==> src/rtl/sp_ram_stream_reader_pkg.sv <==
// Shared definitions for the single-port RAM stream reader: FSM state
// encodings, default geometry and the RAM read latency.
package sp_ram_stream_reader_pkg;

  typedef enum logic [1:0] {
    IDLE  = 2'd0,
    READ  = 2'd1,
    DRAIN = 2'd2
  } state_t;

  localparam int DEF_DATA_WIDTH = 8;
  localparam int DEF_ADDR_WIDTH = 4;

  // Issue-to-push distance: address register stage plus synchronous RAM stage.
  localparam int RD_LAT = 2;

endpackage

==> src/rtl/sp_ram_rd_fifo.sv <==
// Small synchronous show-ahead FIFO buffering RAM words (plus a last tag)
// between the read pipeline and the output stream.
module sp_ram_rd_fifo #(
  parameter int WIDTH = 9,
  parameter int DEPTH = 4
) (
  input  logic                       clk,
  input  logic                       rst,
  input  logic                       push,
  input  logic [WIDTH-1:0]           push_data,
  input  logic                       pop,
  output logic [WIDTH-1:0]           head,
  output logic [$clog2(DEPTH+1)-1:0] count
);

  localparam int CW = $clog2(DEPTH + 1);
  localparam int PW = (DEPTH > 1) ? $clog2(DEPTH) : 1;

  logic [WIDTH-1:0] mem [DEPTH];
  logic [PW-1:0]    wr_ptr;
  logic [PW-1:0]    rd_ptr;
  logic             do_push;
  logic             do_pop;

  // A push into a full FIFO is accepted only when the head leaves in the same cycle.
  assign do_pop  = pop && (count != '0);
  assign do_push = push && ((count != CW'(DEPTH)) || do_pop);
  assign head    = mem[rd_ptr];

  always_ff @(posedge clk or posedge rst) begin
    if (rst) begin
      for (int i = 0; i < DEPTH; i++) mem[i] <= '0;
      wr_ptr <= '0;
      rd_ptr <= '0;
      count  <= '0;
    end else begin
      if (do_push) begin
        mem[wr_ptr] <= push_data;
        wr_ptr      <= (wr_ptr == PW'(DEPTH - 1)) ? '0 : wr_ptr + 1'b1;
      end
      if (do_pop) begin
        rd_ptr <= (rd_ptr == PW'(DEPTH - 1)) ? '0 : rd_ptr + 1'b1;
      end
      case ({do_push, do_pop})
        2'b10:   count <= count + 1'b1;
        2'b01:   count <= count - 1'b1;
        default: count <= count;
      endcase
    end
  end

endmodule

==> src/rtl/sp_ram_stream_reader.sv <==
// Read sequencer: sweeps a wrap-around RAM address range on start and
// streams the words out over valid/ready with full backpressure.
module sp_ram_stream_reader
  import sp_ram_stream_reader_pkg::*;
#(
  parameter int DATA_WIDTH = DEF_DATA_WIDTH,
  parameter int ADDR_WIDTH = DEF_ADDR_WIDTH,
  parameter int FIFO_DEPTH = 4
) (
  input  logic                  clk,
  input  logic                  rst,
  input  logic                  start,
  input  logic [ADDR_WIDTH-1:0] base,
  input  logic [ADDR_WIDTH:0]   count,
  output logic                  busy,
  output logic                  done,
  output logic [ADDR_WIDTH-1:0] ram_adr,
  output logic                  ram_wre,
  input  logic [DATA_WIDTH-1:0] ram_q,
  output logic [DATA_WIDTH-1:0] out_data,
  output logic                  out_valid,
  input  logic                  out_ready,
  output logic                  out_last
);

  localparam int FCW = $clog2(FIFO_DEPTH + 1);
  localparam int SW  = $clog2(FIFO_DEPTH + RD_LAT + 1);

  state_t                state;
  logic [ADDR_WIDTH:0]   count_q;
  logic [ADDR_WIDTH:0]   issue_cnt;
  logic [ADDR_WIDTH-1:0] next_adr;
  logic [RD_LAT-1:0]     vld_pipe;
  logic [RD_LAT-1:0]     last_pipe;
  logic [SW-1:0]         inflight;
  logic [FCW-1:0]        fifo_count;
  logic [DATA_WIDTH:0]   fifo_head;
  logic                  credit_ok;
  logic                  issue;
  logic                  issue_last;
  logic                  pop;
  logic                  sweep_done;

  always_comb begin
    inflight = '0;
    for (int i = 0; i < RD_LAT; i++) inflight = inflight + SW'(vld_pipe[i]);
  end

  // Words already buffered plus words still in the RAM pipeline must leave
  // room for one more, so the FIFO can never be overrun.
  assign credit_ok  = (SW'(fifo_count) + inflight) < SW'(FIFO_DEPTH);
  assign issue      = (state == READ) && credit_ok;
  assign issue_last = (issue_cnt == count_q - 1'b1);
  assign pop        = out_valid && out_ready;
  assign sweep_done = (state == DRAIN) && pop && fifo_head[DATA_WIDTH]
                      && (inflight == '0) && (fifo_count == FCW'(1));

  assign ram_wre   = 1'b0;
  assign out_valid = (fifo_count != '0);
  assign out_data  = fifo_head[DATA_WIDTH-1:0];
  assign out_last  = out_valid && fifo_head[DATA_WIDTH];

  always_ff @(posedge clk or posedge rst) begin
    if (rst) begin
      state     <= IDLE;
      busy      <= 1'b0;
      done      <= 1'b0;
      ram_adr   <= '0;
      count_q   <= '0;
      issue_cnt <= '0;
      next_adr  <= '0;
    end else begin
      done <= 1'b0;
      unique case (state)
        IDLE: begin
          if (start) begin
            if (count != '0) begin
              count_q   <= count;
              next_adr  <= base;
              issue_cnt <= '0;
              busy      <= 1'b1;
              state     <= READ;
            end else begin
              done <= 1'b1;
            end
          end
        end
        READ: begin
          if (issue) begin
            ram_adr   <= next_adr;
            next_adr  <= next_adr + 1'b1;
            issue_cnt <= issue_cnt + 1'b1;
            if (issue_cnt + 1'b1 == count_q) state <= DRAIN;
          end
        end
        DRAIN: begin
          // Finish on the edge that accepts the tagged last word.
          if (sweep_done) begin
            done  <= 1'b1;
            busy  <= 1'b0;
            state <= IDLE;
          end
        end
        default: begin
          busy  <= 1'b0;
          state <= IDLE;
        end
      endcase
    end
  end

  always_ff @(posedge clk or posedge rst) begin
    if (rst) begin
      vld_pipe  <= '0;
      last_pipe <= '0;
    end else begin
      vld_pipe  <= {vld_pipe[RD_LAT-2:0], issue};
      last_pipe <= {last_pipe[RD_LAT-2:0], issue && issue_last};
    end
  end

  sp_ram_rd_fifo #(
    .WIDTH(DATA_WIDTH + 1),
    .DEPTH(FIFO_DEPTH)
  ) u_fifo (
    .clk      (clk),
    .rst      (rst),
    .push     (vld_pipe[RD_LAT-1]),
    .push_data({last_pipe[RD_LAT-1], ram_q}),
    .pop      (pop),
    .head     (fifo_head),
    .count    (fifo_count)
  );

endmodule

==> config.mk <==
export PLATFORM = sky130hd
export DESIGN_NAME = sp_ram_stream_reader
export DESIGN_NICKNAME = d
export VERILOG_FILES = /design/src/rtl/sp_ram_stream_reader_pkg.sv /design/src/rtl/sp_ram_rd_fifo.sv /design/src/rtl/sp_ram_stream_reader.sv
export SDC_FILE = /design/constraint.sdc
export NUM_CORES = 1
export LEC_CHECK = 0
export ABC_AREA = 1
export BUFFER_PORTS_ARGS = -buffer_cell sky130_fd_sc_hd__buf_2
export CAP_MARGIN = 20
export CORE_ASPECT_RATIO = 1.5
export CORE_MARGIN = 2
export CORE_UTILIZATION = 60
export DETAILED_ROUTE_END_ITERATION = 12
export GPL_TIMING_DRIVEN = 0
export PLACE_DENSITY_LB_ADDON = 0.3
export SKIP_CTS_REPAIR_TIMING = 1
export SLEW_MARGIN = 30
export SYNTH_ARGS = -nofsm -noshare
export SYNTH_HDL_FRONTEND = slang
export SYNTH_SLANG_ARGS = --single-unit
==> constraint.sdc <==
create_clock -name clk -period 6.2 [get_ports clk]
set_input_delay 1.24 -clock clk [delete_from_list [all_inputs] [get_ports clk]]
set_output_delay 1.24 -clock clk [all_outputs]
set_load 0.005 [all_outputs]
==> results of run 1 <==
## cells in the mapped netlist (4+ instances only)
cell     count
xnor2_1      5
buf_2        4
o21ai_1      6
nand3_1     21
o21ai_0     65
nand4_1      5
dfrtp_1     69
a21oi_1      5
nand2_2      6
xor2_1       6
o22ai_1     10
nand2_1     95
buf_6        5
inv_1       45
nor2_1      34
ha_1        16
## state kept, by name, indices dropped and copies added, names as in the netlist, 3 cells and up
signal,count
ram_adr,4
count_q,5
issue_cnt,5
u_fifo.mem,36
next_adr,4
u_fifo.count,3
## cell usage in the layout, fill, tap and decap left out
| cell type | instances |
|---|---|
| nand2_1 | 95 |
| nor3_1 | 1 |
| inv_4 | 1 |
| a21oi_1 | 5 |
| ha_1 | 16 |
| o21ai_0 | 65 |
| or2_2 | 2 |
| clkinvlp_4 | 1 |
| nand4_1 | 5 |
| nor2_1 | 34 |
| xnor2_1 | 5 |
| nand3b_1 | 2 |
| buf_2 | 40 |
| buf_6 | 5 |
| clkbuf_1 | 2 |
| a21o_1 | 1 |
| o22ai_1 | 10 |
| bufinv_16 | 1 |
| clkinv_4 | 1 |
| clkbuf_2 | 1 |
| nand2_2 | 6 |
| nand3_1 | 21 |
| xor2_1 | 6 |
| a31oi_4 | 1 |
| buf_16 | 1 |
| inv_2 | 2 |
| buf_4 | 1 |
| a21boi_0 | 1 |
| dfrtp_1 | 69 |
| o21ai_1 | 6 |
| inv_1 | 44 |
| clkbuf_8 | 9 |
| a31oi_1 | 2 |
| conb_1 | 1 |
| clkinv_2 | 4 |
## critical path: cells and delay by family, from the launching register on
| kind | cells | cell delay, ns |
|---|---|---|
| buffers and inverters | 3 | 0.83 |
| AOI/OAI and AO/OA | 2 | 0.34 |
| DFF | 1 | 0.40 |
## metrics by stage
| step | cells | instance area (um^2) | utilization, % | hold slack, ns |
|---|---|---|---|---|
| after CTS | 539 | 3970 | 69.7 | 0.354 |
| after global routing | 539 | 3970 | 69.7 | 0.360 |
| after detailed placement | 523 | 3780 | 66.4 | 0.341 |
| final | 539 | 3970 | 69.7 | 0.356 |
| after floorplan | 414 | 3480 | - | 0.331 |
| after global placement | 522 | 3750 | 65.8 | 0.334 |
## per-layer routing
layer,vias to the layer above,global-route usage [%],wire [um],share of wire [%]
met5,-,0,0,0
met4,0,12.6,191,2.6
met3,23,4.17,270,3.6
met2,79,44.8,3960,53
met1,1391,30.7,3020,41
li1,1440,-,-,-
## worst paths after layout
path | from | end | cells after the start
hold / removal | last_pipe[0]$_DFF_PP0_ | last_pipe[1]$_DFF_PP0_ | 0
max in group asynchronous | rst | issue_cnt[4]$_DFFE_PP0P_ | 3
min in group asynchronous | rst | ram_adr[3]$_DFFE_PP0P_ | 2
setup reg to reg | u_fifo.count[0]$_DFFE_PP0P_ | u_fifo.count[2]$_DFFE_PP0P_ | 9
setup / recovery | u_fifo.rd_ptr[0]$_DFFE_PP0P_ | out_data[7] | 5
hold reg to reg | last_pipe[0]$_DFF_PP0_ | last_pipe[1]$_DFF_PP0_ | 0
## area by class of cell
type | instances | area [um^2]
clock buffer | 9 | 124
inverter | 47 | 179
tap | 72 | 90.1
multi-input combinational | 285 | 1480
buffer | 13 | 96.3
timing repair buffer | 37 | 208
fill | 468 | 1730
clock inverter | 7 | 66.3
sequential | 69 | 1730
## cell families after synthesis
logic type      Yosys count  share of synthesized area [%]
simple gates            166                           19.8
compound gates           91                           14.1
flops                    69                           49.6
buf+inv                  60                           7.83
fa+ha+maj                16                           5.75
xor+xnor                 11                           2.77
other cells               1                          0.108
## power by group through the flow
stage / sequential (mW) / clock (mW) / combinational [mW]
global route: 0.838 / 0.374 / 1.21
floorplan: 0.780 / 0 / 0.770
finish: 0.812 / 0.354 / 1.04
CTS: 0.809 / 0.359 / 1.04
global placement: 0.806 / 0 / 0.999
detailed placement: 0.817 / 0 / 1.04
==> results.json, run 1 <==
{
  "status": "finished, final reports clean",
  "core_area_um2": 5700,
  "dieArea_um2": 6440,
  "ys_seq_elements": 69,
  "synth_fp_nets": 451,
  "yosysSeqAreaShare_pct": 49.6,
  "finalSetupViolations": 0,
  "synth_area_leaders": "dfrtp_1 (50%), nand2_1 (10%), o21ai_0 (9.3%), ha_1 (5.7%), inv_1 (4.9%)",
  "clkLatencyLatePin_ns": 0.35,
  "cts.path.max_buffers": 2,
  "p_leak_nw": 2.05,
  "yosysTopAreaCell": "dfrtp_1",
  "netlist_instances": 414,
  "pin_count": 38,
  "track_usage_pct": 26.0,
  "ir_drop_uv": 359,
  "drc": 0,
  "power_mw": 2.21,
  "portBuffers": 36,
  "pwr-share-comb_pct": 47.1,
  "routed_via_density": 5.44,
  "switching_share_pct": 42.7,
  "worstSetupStartpointType": "flop",
  "syn2layout_area_growth_pct": 14.1,
  "die_y_um": 97.3,
  "grt.overflow.total": 0,
  "path_common_cell": "buf_2",
  "start_util_pct": 61.1,
  "synth_area_um2": 3480,
  "drive_above_1_share_pct": 16.3,
  "max_stage_delay_ns": 0.46,
  "worstSetupPathType": "reg2out",
  "ant_nets": 0,
  "required_ns": 4.96,
  "final_nets": 499,
  "finalCriticalPeriod_ns": 3.16,
  "maxCapViolations": 0,
  "placementRows": 34,
  "grt_max_degree": 49,
  "tightest_slew_ns": 0.549,
  "hpwl_um": 5460,
  "fmax_mhz": 317,
  "synth_edf_count": 0,
  "crit_fanout": 10,
  "cts_root_buf": "clkbuf_8",
  "cts_buffers": 9,
  "grt_pass1_wl_um": 13000,
  "crit_arrival_ns": 1.92,
  "fin_ws_ns": 3.04,
  "slew_viol_final": 0,
  "netlist-cell-type-count": 28,
  "switchingPower_mw": 0.941,
  "synth_top_area_share_pct": 49.6,
  "die_w_um": 66.2,
  "wl_um": 7440,
  "internal-power_mw": 1.26,
  "clockPowerShare_pct": 16.0,
  "drt-initial-drc-count": 259,
  "async_flop_share_pct": 100,
  "p_seq_share_pct": 36.8,
  "end_kind": "output port",
  "synth_flop_cell": "dfrtp_1",
  "grt_pass1_vias": 2921,
  "rsz0062_at_grt": "false",
  "dr.pass1.iters": 5,
  "antenna_cells": 0,
  "htree_levels": 3,
  "path_clk_slew_ns": 0.07,
  "syn-mean-instance-area_um2": 8.41,
  "cp_cell_sequence": "buf_2 > clkbuf_1 > o21ai_0 > o22ai_1 > buf_2",
  "fin_skew_ns": 0.00682,
  "num_vias": 2933,
  "tns_ns": 0,
  "cts.sinks": 69,
  "gp_congestion": 0.832,
  "wl_per_cell_um": 13.8,
  "synth_warnings": 0,
  "power.density_nw_per_um2": 555,
  "pre_cts_ws_ns": 3.47,
  "fin_crit_sh_pct": 51.0,
  "slew-limit-headroom_pct": 63.4,
  "cts_tree": "done",
  "antenna_found_initial": 0,
  "hold_class": "reg2reg",
  "hold_viol": 0,
  "cp_slowest_cell": "clkbuf_1",
  "regToRegSetupSlack_ns": 4.16
}
No activity file was read; power rests on OpenSTA's default activity.
==> run 2: changes to the inputs <==
--- a/config.mk
+++ b/config.mk
@@ -10,7 +10,7 @@
 export CAP_MARGIN = 20
 export CORE_ASPECT_RATIO = 1.5
 export CORE_MARGIN = 2
-export CORE_UTILIZATION = 60
+export CORE_UTILIZATION = 58
 export DETAILED_ROUTE_END_ITERATION = 12
 export GPL_TIMING_DRIVEN = 0
 export PLACE_DENSITY_LB_ADDON = 0.3
==> constraint.sdc (replaced) <==
create_clock -name clk -period 3.05 [get_ports clk]
set_input_delay 0.61 -clock clk [delete_from_list [all_inputs] [get_ports clk]]
set_output_delay 0.61 -clock clk [all_outputs]
set_load 0.005 [all_outputs]
==> run 2 against run 1 <==
Clock power grew 97%. Utilization shrank 1.2 points. Worst setup slack lost 2.5 ns. Via count is essentially flat. Non-clock buffer count is the same. Hold slack lost 0.10 ns. Global-route usage shrank 0.083 points. Power grew 100%. Count of clock-buffer cells in the layout grew 2. First-iteration DRC count shrank 32%. Critical path depth is the same. Sequential cell count is the same. Largest cell class unchanged.
==> results.json, run 2 (synthesis results as in run 1) <==
{
  "drt-initial-drc-count": 175,
  "end_kind": "output port",
  "most-common-layout-cells": "nand2_1 (95), dfrtp_1 (69), o21ai_0 (65)",
  "num_vias": 2931,
  "finalCriticalPeriod_ns": 2.55,
  "holdWs_ns": 0.254,
  "power.density_nw_per_um2": 1130,
  "routed_via_density": 5.44,
  "cp_slowest_cell": "clkbuf_1",
  "final_cells": 539,
  "required_ns": 2.44,
  "rsz0062_at_grt": "false",
  "largest_reg_flops": 36,
  "hpwl_um": 5480,
  "clkLatencyLatePin_ns": 0.35,
  "reg_top3": "u_fifo.mem: 36 flops, count_q: 5 flops, issue_cnt: 5 flops",
  "regToRegSetupSlack_ns": 1.00,
  "gp_congestion": 0.853,
  "track_usage_pct": 25.9,
  "wl_per_cell_um": 14.3,
  "fin_skew_ns": 0.0122,
  "crit_arrival_ns": 1.94,
  "cts_root_buf": "clkbuf_8",
  "final_common_cell": "nand2_1",
  "worstSetupStartpointType": "flop",
  "wl_um": 7730,
  "ir_drop_uv": 800,
  "regMostFlops": "u_fifo.mem",
  "cts.sinks": 69,
  "cp_cell_sequence": "inv_1 > clkbuf_1 > nor2_1 > o22ai_1 > buf_2",
  "dp_cells": 523,
  "hold_class": "in2async",
  "cts.path.max_buffers": 2,
  "die_w_um": 67.3,
  "tightest_slew_ns": 0.551,
  "crit_fanout": 10,
  "ant_nets": 0,
  "hold_viol": 0,
  "fmax_mhz": 392,
  "finalSetupViolations": 0,
  "worstSetupStartpoint": "u_fifo.rd_ptr[0]$_DFFE_PP0P_",
  "dr.pass1.iters": 6,
  "r2r-start": "u_fifo.count[0]$_DFFE_PP0P_",
  "placementRows": 34,
  "antenna_cells": 0,
  "path_clk_slew_ns": 0.07,
  "fin_crit_sh_pct": 83.5,
  "syn2layout_area_growth_pct": 13.8,
  "slew-limit-headroom_pct": 63.3,
  "max_stage_delay_ns": 0.48,
  "status": "finished, final reports clean",
  "htree_levels": 3,
  "dieArea_um2": 6650,
  "worstSetupPathType": "reg2out",
  "antenna_found_initial": 0,
  "final_util_pct": 68.5,
  "slew_viol_final": 0,
  "die_y_um": 98.9,
  "start_util_pct": 60.2,
  "grt.overflow.total": 0,
  "portBuffers": 36,
  "cts_tree": "done",
  "cts_buffers": 9,
  "final_nets": 499,
  "drive_above_1_share_pct": 16.3,
  "pin_count": 38,
  "core_area_um2": 5790,
  "grt_pass1_wl_um": 13100,
  "p_leak_nw": 2.03,
  "drc": 0,
  "maxCapViolations": 0,
  "grt_max_degree": 41,
  "grt_pass1_vias": 2974
}
[run 2: worst max-delay path, delay by kind of cell (launching register included)]
kind	cells	cell delay, ns
AOI/OAI and AO/OA	1	0.22
DFF	1	0.42
buffers and inverters	3	0.88
and+or+nand+nor	1	0.09
[run 2: final cells by class]
type / instances / area (um^2)
Buffer: 13 / 96.3
Clock buffer: 11 / 151
Clock inverter: 5 / 35.0
Fill cell: 508 / 1820
Inverter: 47 / 179
Multi-Input combinational cell: 285 / 1480
Sequential cell: 69 / 1730
Tap cell: 72 / 90.1
Timing Repair Buffer: 37 / 200
[run 2: where the power goes]
group | switching, mW | leakage [nW] | total [mW] | internal [mW]
logic | 1.27 | 1.09 | 2.12 | 0.852
clock network | 0.358 | 0.0836 | 0.696 | 0.338
registers | 0.308 | 0.859 | 1.65 | 1.34
total | 1.94 | 2.03 | 4.47 | 2.53
[run 2: routing by layer]
layer	share of wire, %	vias to the layer above	track usage [%]
li1	-	1440	-
met1	41	1397	29.3
met2	54	77	46.4
met3	3.7	17	4.79
met4	2.2	0	10.8
met5	0	-	0
[run 2: path summary, 6_finish.rpt]
check	end	depth (start not counted)
worst max register to register	u_fifo.count[2]$_DFFE_PP0P_	9
worst min-delay path	u_fifo.mem[5]$_DFFE_PP0P_	2
worst min register to register	last_pipe[1]$_DFF_PP0_	0
max in group asynchronous	last_pipe[0]$_DFF_PP0_	3
worst max-delay path	out_data[3]	5
min in group clk	last_pipe[1]$_DFF_PP0_	0
[run 2: through the flow]
step	worst slack, ns	TNS [ns]	power [mW]	cell area (um^2)
after floorplan	0.700	0	3.15	3480
after CTS	0.515	0	4.48	3960
final	0.502	0	4.47	3960
after global routing	0.400	0	4.90	3960
after detailed placement	0.891	0	3.78	3770
after global placement	-0.104	-7.02	3.68	3750
